==> config.mk <==
export PLATFORM = sky130hd
export DESIGN_NAME = stack_op_sequencer
export DESIGN_NICKNAME = d
export VERILOG_FILES = /design/src/rtl/stack_pkg.sv /design/src/rtl/stack_alu.sv /design/src/rtl/stack_op_sequencer.sv
export SDC_FILE = /design/constraint.sdc
export NUM_CORES = 1
export LEC_CHECK = 0
export CORE_ASPECT_RATIO = 1.2
export CORE_MARGIN = 1
export CORE_UTILIZATION = 57
export CTS_CLUSTER_DIAMETER = 150
export DETAILED_ROUTE_END_ITERATION = 10
export GPL_TIMING_DRIVEN = 0
export PLACE_DENSITY = 0.79
export SLEW_MARGIN = 20
export SYNTH_ARGS = -nofsm -noshare
export SYNTH_HDL_FRONTEND = slang
export SYNTH_SLANG_ARGS = --single-unit
export TNS_END_PERCENT = 5
==> constraint.sdc <==
create_clock -name CLK -period 7.7 [get_ports CLK]
set_input_delay 2.31 -clock CLK [delete_from_list [all_inputs] [get_ports CLK]]
set_output_delay 2.31 -clock CLK [all_outputs]
set_load 0.01 [all_outputs]
==> src/rtl/stack_pkg.sv <==
// Shared opcode, error-code and FSM-state encodings for the stack command sequencer.
package stack_pkg;

    localparam logic [3:0] OP_NOP   = 4'h0;
    localparam logic [3:0] OP_PUSHI = 4'h1;
    localparam logic [3:0] OP_DROP  = 4'h2;
    localparam logic [3:0] OP_DUP   = 4'h3;
    localparam logic [3:0] OP_ADD   = 4'h4;
    localparam logic [3:0] OP_SUB   = 4'h5;
    localparam logic [3:0] OP_AND   = 4'h6;
    localparam logic [3:0] OP_OR    = 4'h7;
    localparam logic [3:0] OP_XOR   = 4'h8;
    localparam logic [3:0] OP_EQ    = 4'h9;
    localparam logic [3:0] OP_LT    = 4'hA;
    localparam logic [3:0] OP_NOT   = 4'hB;
    localparam logic [3:0] OP_NEG   = 4'hC;

    localparam logic [1:0] ERR_OK    = 2'd0;
    localparam logic [1:0] ERR_UNDER = 2'd1;
    localparam logic [1:0] ERR_OVER  = 2'd2;
    localparam logic [1:0] ERR_ILL   = 2'd3;

    localparam logic [2:0] ST_IDLE  = 3'd0;
    localparam logic [2:0] ST_POPB  = 3'd1;
    localparam logic [2:0] ST_WAITB = 3'd2;
    localparam logic [2:0] ST_POPA  = 3'd3;
    localparam logic [2:0] ST_WAITA = 3'd4;
    localparam logic [2:0] ST_PUSH1 = 3'd5;
    localparam logic [2:0] ST_PUSH2 = 3'd6;
    localparam logic [2:0] ST_DONE  = 3'd7;

endpackage

==> src/rtl/stack_alu.sv <==
// Combinational stack ALU: a is the deeper operand, b the top of stack.
module stack_alu #(
    parameter int DATA_W = 8,
    parameter int OP_W   = 4
) (
    input  logic [OP_W-1:0]   op,
    input  logic [DATA_W-1:0] a,
    input  logic [DATA_W-1:0] b,
    output logic [DATA_W-1:0] res
);
    import stack_pkg::*;

    always_comb begin
        res = '0;
        case (op)
            OP_DROP, OP_DUP: res = a;
            OP_ADD:          res = a + b;
            OP_SUB:          res = a - b;
            OP_AND:          res = a & b;
            OP_OR:           res = a | b;
            OP_XOR:          res = a ^ b;
            OP_EQ:           res[0] = (a == b);
            OP_LT:           res[0] = (a < b);
            OP_NOT:          res = ~a;
            OP_NEG:          res = '0 - a;
            default:         res = '0;
        endcase
    end

endmodule

==> src/rtl/stack_op_sequencer.sv <==
// Decode-side stack command sequencer: turns one accepted command into LIFO
// pop/push strobes, computes the result and returns a one-cycle response.
module stack_op_sequencer #(
    parameter int DATA_W = 8,
    parameter int OP_W   = 4
) (
    input  logic              CLK,
    input  logic              RST,
    input  logic              CMD_VALID,
    output logic              CMD_READY,
    input  logic [OP_W-1:0]   CMD_OP,
    input  logic [DATA_W-1:0] CMD_IMM,
    output logic              RSP_VALID,
    output logic [DATA_W-1:0] RSP_DATA,
    output logic [1:0]        RSP_ERR,
    output logic              STK_PUSH,
    output logic [DATA_W-1:0] STK_PUSH_DATA,
    output logic              STK_POP,
    input  logic              STK_POP_VALID,
    input  logic [DATA_W-1:0] STK_POP_DATA,
    input  logic              STK_FULL,
    input  logic              STK_EMPTY
);
    import stack_pkg::*;

    logic [2:0]        state_q, state_d;
    logic [OP_W-1:0]   op_q, op_d;
    logic [DATA_W-1:0] a_q, a_d;
    logic [DATA_W-1:0] b_q, b_d;
    logic [DATA_W-1:0] res_q, res_d;
    logic [1:0]        err_d;
    logic              cmd_ready_q, cmd_ready_d;
    logic              rsp_valid_q, rsp_valid_d;
    logic [DATA_W-1:0] rsp_data_q, rsp_data_d;
    logic [1:0]        rsp_err_q, rsp_err_d;
    logic              stk_push_q, stk_push_d;
    logic [DATA_W-1:0] stk_push_data_q, stk_push_data_d;
    logic              stk_pop_q, stk_pop_d;
    logic [DATA_W-1:0] alu_a, alu_res;

    assign alu_a = (state_q == ST_WAITA) ? STK_POP_DATA : a_q;

    stack_alu #(.DATA_W(DATA_W), .OP_W(OP_W)) u_alu (
        .op  (op_q),
        .a   (alu_a),
        .b   (b_q),
        .res (alu_res)
    );

    // Strobes are registered, so POPx/PUSH1 strobes are decided on entry using the
    // flags seen one cycle earlier; the state itself then reads back the strobe.
    // PUSH2 checks FULL in-state (strobe lands in DONE) so PUSH1's push is visible.
    always_comb begin
        state_d         = state_q;
        op_d            = op_q;
        a_d             = a_q;
        b_d             = b_q;
        res_d           = res_q;
        err_d           = ERR_OK;
        stk_push_d      = 1'b0;
        stk_push_data_d = stk_push_data_q;
        stk_pop_d       = 1'b0;

        case (state_q)
            ST_IDLE: begin
                if (CMD_VALID && cmd_ready_q) begin
                    op_d  = CMD_OP;
                    res_d = '0;
                    case (CMD_OP)
                        OP_NOP: state_d = ST_DONE;
                        OP_PUSHI: begin
                            res_d           = CMD_IMM;
                            state_d         = ST_PUSH1;
                            stk_push_d      = !STK_FULL;
                            stk_push_data_d = CMD_IMM;
                        end
                        OP_DROP, OP_DUP, OP_NOT, OP_NEG: begin
                            state_d   = ST_POPA;
                            stk_pop_d = !STK_EMPTY;
                        end
                        OP_ADD, OP_SUB, OP_AND, OP_OR, OP_XOR, OP_EQ, OP_LT: begin
                            state_d   = ST_POPB;
                            stk_pop_d = !STK_EMPTY;
                        end
                        default: begin
                            state_d = ST_DONE;
                            err_d   = ERR_ILL;
                        end
                    endcase
                end
            end
            ST_POPB, ST_POPA: begin
                if (stk_pop_q) begin
                    state_d = (state_q == ST_POPB) ? ST_WAITB : ST_WAITA;
                end else begin
                    state_d = ST_DONE;
                    err_d   = ERR_UNDER;
                end
            end
            ST_WAITB: begin
                if (STK_POP_VALID) begin
                    b_d       = STK_POP_DATA;
                    state_d   = ST_POPA;
                    stk_pop_d = !STK_EMPTY;
                end
            end
            ST_WAITA: begin
                if (STK_POP_VALID) begin
                    a_d   = STK_POP_DATA;
                    res_d = alu_res;
                    if (op_q == OP_DROP) begin
                        state_d = ST_DONE;
                    end else begin
                        state_d         = ST_PUSH1;
                        stk_push_d      = !STK_FULL;
                        stk_push_data_d = alu_res;
                    end
                end
            end
            ST_PUSH1: begin
                if (!stk_push_q) begin
                    state_d = ST_DONE;
                    err_d   = ERR_OVER;
                end else begin
                    state_d = (op_q == OP_DUP) ? ST_PUSH2 : ST_DONE;
                end
            end
            ST_PUSH2: begin
                state_d = ST_DONE;
                if (STK_FULL) begin
                    err_d = ERR_OVER;
                end else begin
                    stk_push_d      = 1'b1;
                    stk_push_data_d = res_q;
                end
            end
            ST_DONE: state_d = ST_IDLE;
            default: state_d = ST_IDLE;
        endcase

        cmd_ready_d = (state_d == ST_IDLE);
        rsp_valid_d = (state_d == ST_DONE);
        rsp_err_d   = rsp_valid_d ? err_d : ERR_OK;
        rsp_data_d  = (rsp_valid_d && err_d == ERR_OK) ? res_d : '0;
    end

    always_ff @(posedge CLK) begin
        if (RST) begin
            state_q         <= ST_IDLE;
            op_q            <= '0;
            a_q             <= '0;
            b_q             <= '0;
            res_q           <= '0;
            cmd_ready_q     <= 1'b1;
            rsp_valid_q     <= 1'b0;
            rsp_data_q      <= '0;
            rsp_err_q       <= '0;
            stk_push_q      <= 1'b0;
            stk_push_data_q <= '0;
            stk_pop_q       <= 1'b0;
        end else begin
            state_q         <= state_d;
            op_q            <= op_d;
            a_q             <= a_d;
            b_q             <= b_d;
            res_q           <= res_d;
            cmd_ready_q     <= cmd_ready_d;
            rsp_valid_q     <= rsp_valid_d;
            rsp_data_q      <= rsp_data_d;
            rsp_err_q       <= rsp_err_d;
            stk_push_q      <= stk_push_d;
            stk_push_data_q <= stk_push_data_d;
            stk_pop_q       <= stk_pop_d;
        end
    end

    assign CMD_READY     = cmd_ready_q;
    assign RSP_VALID     = rsp_valid_q;
    assign RSP_DATA      = rsp_data_q;
    assign RSP_ERR       = rsp_err_q;
    assign STK_PUSH      = stk_push_q;
    assign STK_PUSH_DATA = stk_push_data_q;
    assign STK_POP       = stk_pop_q;

endmodule

Word-level counts from Yosys, hierarchy flattened
Cells that the tools add are included. Widths: inputs -> output; s select.

Muxes and demuxes: 39. Magnitude comparators: 1. Bitwise gates (word level): 6. Reduce and logical (&&, ||, !) cells: 21. Add/sub/neg operators: 3. Eq/ne operators: 37.

Operators with widths (number): $mux 8 (9); $pmux 7 s8 (1); $eq 4x4->1 const B (10); $eq 4x3->1 const B (8); $pmux 8 s3 (1); $pmux 3 s7 (1); $eq 4x2->1 const B (4); $pmux 8 s2 (1); $eq 3x3->1 const B (5); $mux 3 (5); $reduce_or 13->1 (1); $mux 1 (11); $reduce_or 11->1 (1); $mux 2 (5); $pmux 1 s10 (1); $pmux 3 s3 (1); $add 8x8->8 (1); $and 8x8->8 (1); $eq 8x8->1 (1); $lt 8x8->1 (1); $ne 2x2->1 const B (4); $not 8->8 (1); $or 8x8->8 (1); $pmux 2 s4 (1); other kinds (21) (31).

Bits of input ports: 26. Logic and storage cells: 119. Output and inout bits: 22. Register bits after elaboration: 53.

Longest topological paths before layout
Gate-level depths: netlist of the first run.

Word-level depth: 9. Mapped depth: 17. Mapped depth without buffers: 14.

Cells and area by module
A second synthesis of the first run with hierarchy kept.

Cell total of the unflattened synthesis: 460. Area, all modules: 3811.2 um^2.

By module, submodules not included: stack_op_sequencer (cells an instance 252, area each 2334.7 um^2, times used 1); stack_alu (cells an instance 208, area each 1476.4 um^2, times used 1).

Worst setup path before layout of the first run
Ideal clock, no wire load.

Path kind: input port to flip-flop. Start point: in STK_POP_DATA[1]. End point: reg rsp_data_q[4] (netlist: RSP_DATA[4]). Library setup time: 128 ps. Data required time: 7572 ps. Setup slack: 3010 ps. Stages on the path: 11. Arrival time: 4562 ps. Cell sequence: and4bb_2 > a21oi_1 > fa_1 > o21bai_1 > a21oi_1 > xnor2_1 > o22ai_1 > a22o_1 > a211o_1 > a222oi_1 > nor2_1.

Word-level cells in the longest chain between the ends: 5.

Ends and longest elaborated chain: from (decl) (line stack_op_sequencer.sv:20) `input logic [DATA_W-1:0] STK_POP_DATA,`; $mux 8 (*) (line stack_op_sequencer.sv:41) `assign alu_a = (state_q == ST_WAITA) ? STK_POP_DATA : a_q;`; $sub 1x8->8 (tied with other cells) (line stack_alu.sv:25) `OP_NEG: res = '0 - a;`; $pmux 7 s8 (*) (line stack_alu.sv:15) `case (op)`; $mux 8 (*) (line stack_op_sequencer.sv:108) `if (STK_POP_VALID) begin`; $pmux 8 s2 (*) (line stack_op_sequencer.sv:64) `case (state_q)`; to (signal assigned) (line stack_op_sequencer.sv:169) `rsp_data_q <= rsp_data_d;`; to (decl) (line stack_op_sequencer.sv:34) `logic [DATA_W-1:0] rsp_data_q, rsp_data_d;`.

Mark *: on every way between the ends. The rest lies on a longest branch, timed or not. A chain may end at the register's enable or synchronous reset.

Worst setup path after layout of the first run
Start point: in STK_POP_DATA[3]. End point: reg res_q[4].

Word-level cells in the longest chain between the ends: 5.

Ends and longest elaborated chain: $mux 8 (*) (line stack_op_sequencer.sv:41); $sub 1x8->8 (tied with other cells) (line stack_alu.sv:25); $pmux 7 s8 (*) (line stack_alu.sv:15); $mux 8 (*) (line stack_op_sequencer.sv:108); $pmux 8 s2 (*) (line stack_op_sequencer.sv:64); to (signal assigned) (line stack_op_sequencer.sv:166) `res_q <= res_d;`; to (decl) (line stack_op_sequencer.sv:30) `logic [DATA_W-1:0] res_q, res_d;`.

Marked as above.

==> results of run 1 <==
layout by cell type (no fill, tap or decap), types with 19 or more instances in the layout:
master and n:
nor3_1 20, nor2_1 42, ha_1 24, dfxtp_1 53, a21oi_1 48, inv_1 28, clkbuf_1 19, clkdlybuf4s50_1 47
nand2_1 69, o21ai_0 25
where the power goes:
group | total, mW | internal (mW) | switching [mW] | leakage (nW)
clock | 0.225 | 0.129 | 0.0955 | 0.0681
sequential | 0.341 | 0.310 | 0.0311 | 0.429
combinational | 0.672 | 0.261 | 0.412 | 1.26
total | 1.24 | 0.700 | 0.538 | 1.75
cells by family (layout without fill, tap and decap cells):
family                   after synthesis  count (layout)
adder cells (fa/ha/maj)               26              26
AO/OA/AOI/OAI                        147             147
flip-flops                            53              53
AND/OR/NAND/NOR                      200             200
XOR/XNOR                              10              10
buffers and inverters                 51             106
multiplexers                           9               9
flip-flops by register name, summed over array words and instances (netlist names):
name	flops
a_q	8
op_q	4
RSP_VALID	1
RSP_ERR	2
STK_PUSH	1
STK_POP	1
CMD_READY	1
b_q	8
STK_PUSH_DATA	8
state_q	3
res_q	8
RSP_DATA	8
routing by layer:
layer | vias to the layer above | share of wire [%]
li1 | 1906 | -
met2 | 182 | 49
met5 | - | 0
met4 | 0 | 3.6
met1 | 1912 | 41
met3 | 32 | 6.1
critical path: stages:
cell,delay [ps]
clkdlybuf4s50_1,510
mux2i_2,390
inv_1,150
ha_1,290
clkbuf_1,270
inv_1,160
a21oi_1,310
xnor2_1,160
o22ai_1,90
a22o_1,250
a211o_1,320
a222oi_1,410
nor2_1,80
layout make-up:
| cell class | count | area, um^2 |
|---|---|---|
| buffer | 23 | 118.9 |
| clock buffer | 5 | 68.82 |
| clock inverter | 3 | 65.06 |
| fill | 576 | 1938 |
| inverter | 28 | 105.1 |
| multi-input combinational | 392 | 2512 |
| sequential | 53 | 1061 |
| tap | 85 | 106.4 |
| timing repair buffer | 47 | 470.5 |
path summary, 6_finish.rpt:
check / startpoint / to / slack [ps] / cells past startpoint
worst max-delay path: STK_POP_DATA[3] / res_q[4] / 2170 / 13
worst min-delay path: a_q[7] / a_q[7] / 460 / 2
worst max register to register: state_q[0] / res_q[4] / 3600 / 16
worst min register to register: a_q[7] / a_q[7] / 460 / 2
stage by stage:
step	std cells	setup WS [ps]	power, mW	hold slack [ps]	utilization (%)
after floorplan	496	3010	0.8098	435.9	-
after global placement	628	1965	0.9883	444.1	67.86
after detailed placement	628	1867	0.9982	450.3	67.86
after global routing	636	1981	1.313	486.4	69.93
after CTS	636	2199	1.223	464.0	69.93
final	636	2167	1.238	462.9	69.93
==> out/results.ini, run 1 <==
[die]
die_area_um2 = 6994
placement_rows = 32
fp.coreArea_um2 = 6446
io_pins = 48
die_h_um = 91.41
fp.dieW_um = 76.51
start_util_pct = 58.91

[synthesis]
yosys-mux-area-fraction_pct = 2.801
synth.avg_cell_area_um2 = 7.656
ys_ff_latch = 53
synth_compound_area_share_pct = 26.69
synth_top_family_by_area = compound AO/OA/AOI/OAI gates
synth_edf_count = 0
yosys_warnings = 0
netlist_area_um2 = 3797
synthFlopType = dfxtp_1
yosysTopAreaCell = dfxtp_1
yosysSeqAreaShare_pct = 27.94
synth-simple-area-share_pct = 25.40
yosys.area_share.adder_pct = 8.962
synth.most_common_cell = nand2_1
yosys-top-cells-area = dfxtp_1, ha_1, nand2_1, a21oi_1, nor2_1
syn_inst = 496
async_flop_share_pct = 0
synth-xor-area-share_pct = 2.306
synth.distinct_cells = 63
synthTopCellsByCount = nand2_1, dfxtp_1, a21oi_1
synth_top_area_share_pct = 27.94
synth_nets = 548

[placement]
hpwl_um = 8906
io_buffers = 47
gp_congestion = 1.004
placed_area_um2 = 4374

[min_path]
min-delay-path-class = register to register

[global_route]
grt_max_degree = 17
overflow = 0
grt_use_met2_pct = 59.46
use_met1_pct = 40.37
antenna_found_initial = 0
gr-usage-all-layers_pct = 33.86
use_met3_pct = 4.221
grt-busiest-layer = met2
grt_pass1_vias = 3901
grt_pass1_wl_um = 18700

[sta]
clock_skew_ps = 6.900
setup-tns-final_ps = 0
finalCritPeriodShare_pct = 71.85
rsz0062_at_grt = false
setup_violations = 0
finalWorstPathRequiredPeriod_ps = 5533
slew-limit-headroom_pct = 29.36
worst_slew_pin_slew_ps = 1057
max_freq_mhz = 180.7
finalHoldViolCount = 0
maxSlewViolCount = 0

[setup_path]
crit_type = input pin to register
worstPathMaxFanout = 7
critPathArrivalTime_ps = 5720
cp-start-kind = input pin
required_ps = 7890
endpoint_kind = register

[drt]
drc = 0
dr.pass1.iters = 7
drt_iter0_markers = 386
avgViaCountPerCell = 6.340
ant_nets = 0
drt_wl_total_um = 11530
routedWlPerCell_um = 18.13
vias = 4032

[power_and_ir_drop]
leakage_nw = 1.755
pwr_density_cell_nw_per_um2 = 274.6
ir_drop_mv = 0.1894

[cells_and_area]
area_growth_pct = 18.71
final_nets = 602
layout-drive-gt1-share_pct = 4.900
finalInstanceArea_um2 = 4508
n_antenna_cell = 0

[clocking]
clock_latency_ps = 310
htreeDepth = 2
cts_hold_buf = 0
cts_resized = 0
cts_made_buffers = 5
cts_tree = done
cts.sinks = 53
post_cts_buffers = 0
cts_root_buffer = clkbuf_8
clk_pin_slew_worst_paths_ps = 100
cts_max_path_buffers = 2

[run_status]
status = finished clean

[flow_run]
drv_cap = 0

(Power assumes the default switching activity.)
==> run 2: changes to the inputs <==
--- a/config.mk
+++ b/config.mk
@@ -7,11 +7,11 @@
 export LEC_CHECK = 0
 export CORE_ASPECT_RATIO = 1.2
 export CORE_MARGIN = 1
-export CORE_UTILIZATION = 57
+export CORE_UTILIZATION = 56
 export CTS_CLUSTER_DIAMETER = 150
 export DETAILED_ROUTE_END_ITERATION = 10
 export GPL_TIMING_DRIVEN = 0
-export PLACE_DENSITY = 0.79
+export PLACE_DENSITY = 0.78
 export SLEW_MARGIN = 20
 export SYNTH_ARGS = -nofsm -noshare
 export SYNTH_HDL_FRONTEND = slang
==> constraint.sdc (replaced) <==
create_clock -name CLK -period 5.4 [get_ports CLK]
set_input_delay 1.62 -clock CLK [delete_from_list [all_inputs] [get_ports CLK]]
set_output_delay 1.62 -clock CLK [all_outputs]
set_load 0.01 [all_outputs]
==> run 2 against run 1 <==
  * Total power increased by 37%
  * Sequential power increased by 43%
  * Worst hold slack improved by 2.4 ps
  * Cell area decreased by 0.64%
  * Count of clock-buffer cells in the layout increased by 1
  * Worst setup slack got worse by 1600 ps
  * Clock power increased by 11%
  * Final cell count unchanged
  * Flip-flop and latch count unchanged
  * Global-route usage decreased by 0.66 points
  * Combinational power increased by 43%
  * Critical path type unchanged
==> out/results.ini, run 2 (synthesis results as in run 1) <==
[run_status]
status = finished clean

[cells_and_area]
final_cell_mix = nand2_1, dfxtp_1, a21oi_1, clkdlybuf4s50_1, nor2_1
final_nets = 602
n_antenna_cell = 0
multi_input_area_um2 = 2517
final_common_cell = nand2_1
finalInstanceArea_um2 = 4479
area_growth_pct = 17.96
final_util_pct = 69.06
seq_area_um2 = 1061
layout-drive-gt1-share_pct = 5.082
fill_cells = 566

[min_path]
min-delay-path-class = register to register
worstHoldPathCells = 2
worstHoldStart = a_q[6]
hold_path_end = a_q[6]

[setup_path]
crit_type = input pin to register
rr_endpoint = res_q[4]
required_ps = 5600
r2r_cells = 16
worstPathMaxFanout = 6
reg2reg_slack_ps = 1330
reg2reg_from = state_q[0]
critPathArrivalTime_ps = 5020
cp-start-kind = input pin
endpoint_kind = register

[clocking]
clk_pin_slew_worst_paths_ps = 100
cts.sinks = 53
clock_latency_ps = 310
cts_tree = done
htreeDepth = 2
cts_hold_buf = 0
cts_max_path_buffers = 2
post_cts_buffers = 0
cts_made_buffers = 5
cts_root_buffer = clkbuf_8
cts_resized = 0

[global_route]
antenna_found_initial = 0
grt_pass1_wl_um = 18690
gr-usage-all-layers_pct = 33.20
grt_pass1_vias = 3845
overflow = 0
grt_max_degree = 18

[drt]
drt_wl_total_um = 11590
dr.pass1.iters = 5
drc = 0
vias = 4032
ant_nets = 0
drt_iter0_markers = 384
routedWlPerCell_um = 18.22
avgViaCountPerCell = 6.340

[placement]
io_buffers = 47
hpwl_um = 8964
placed_area_um2 = 4374
gp_congestion = 1.013

[sta]
slew-limit-headroom_pct = 32.74
rsz0062_at_grt = false
finalCritPeriodShare_pct = 89.11
setup-tns-final_ps = 0
maxSlewViolCount = 0
clock_skew_ps = 14.50
setup_violations = 0
finalHoldViolCount = 0
finalWorstPathRequiredPeriod_ps = 4812
max_freq_mhz = 207.8
worst_slew_pin_slew_ps = 1001

[die]
die_h_um = 92.21
fp.dieW_um = 77.17
die_area_um2 = 7115
io_pins = 48
placement_rows = 32
start_util_pct = 58.55
fp.coreArea_um2 = 6486

[power_and_ir_drop]
pwr_density_cell_nw_per_um2 = 378.2
leakage_nw = 1.741
ir_drop_mv = 0.2324
p_total_mw = 1.694

[flow_run]
drv_cap = 0

## run 2: cell count changes in the layout (fill, tap and decap cells not counted)
cell / change
clkinv_4: +1
nor3b_1: -1
clkinv_2: -1
clkbuf_8: +1
inv_6: +1
nor3b_2: +1
bufinv_16: -2
## run 2: power breakdown
group | total, mW | switching (mW) | internal [mW]
Combinational | 0.959 | 0.587 | 0.372
Sequential | 0.486 | 0.0444 | 0.442
Clock | 0.249 | 0.142 | 0.107
## run 2: stage by stage
| step | hold WS [ps] | worst slack (ps) | instances |
|---|---|---|---|
| after floorplan | 435.9 | 1400 | 496 |
| after global placement | 443.9 | 359.7 | 628 |
| after detailed placement | 449.0 | 320.1 | 628 |
| after CTS | 462.4 | 647.2 | 636 |
| after global routing | 488.7 | 334.6 | 636 |
| final | 465.3 | 587.9 | 636 |
## run 2: area by class of cell
type / instances / area share [%]
plain buffers: 23 / 2.654
clock buffers: 6 / 1.844
clock inverters: 2 / 0.3911
inverters: 28 / 2.346
multi-input cells: 392 / 56.20
flip-flops and latches: 53 / 23.69
well taps: 85 / 2.374
repair buffers: 47 / 10.50
## run 2: worst max-delay path by stage
stage / from / depth (start not counted) / endpoint
6_report: STK_POP_DATA[1] / 13 / res_q[7]
5_1_grt: STK_POP_DATA[3] / 13 / res_q[4]
4_1_cts: STK_POP_DATA[1] / 13 / res_q[7]
3_5_place_dp: STK_POP_DATA[3] / 13 / res_q[4]
3_3_place_gp: STK_POP_DATA[1] / 13 / res_q[7]
2_1_floorplan: STK_POP_DATA[1] / 11 / RSP_DATA[4]
## run 2: worst max-delay path: stages
cell	delay, ps
clkdlybuf4s50_1	470
and4bb_2	300
a21oi_1	520
inv_1	140
ha_1	320
nor2b_1	120
o21bai_1	120
a21oi_1	280
o22ai_1	170
xor2_1	170
a211oi_2	350
o21ai_0	160
a31o_2	270
## run 2: routing by layer
layer  part of all wire [%]  wire (um)  global-route usage, %  up-vias
li1                       -          -                      -     1908
met1                     41       4748                  38.40     1892
met2                     49       5646                  57.96      188
met3                    6.2        716                  5.871       44
met4                    4.1        478                  16.98        0
met5                      0          0                      0        -
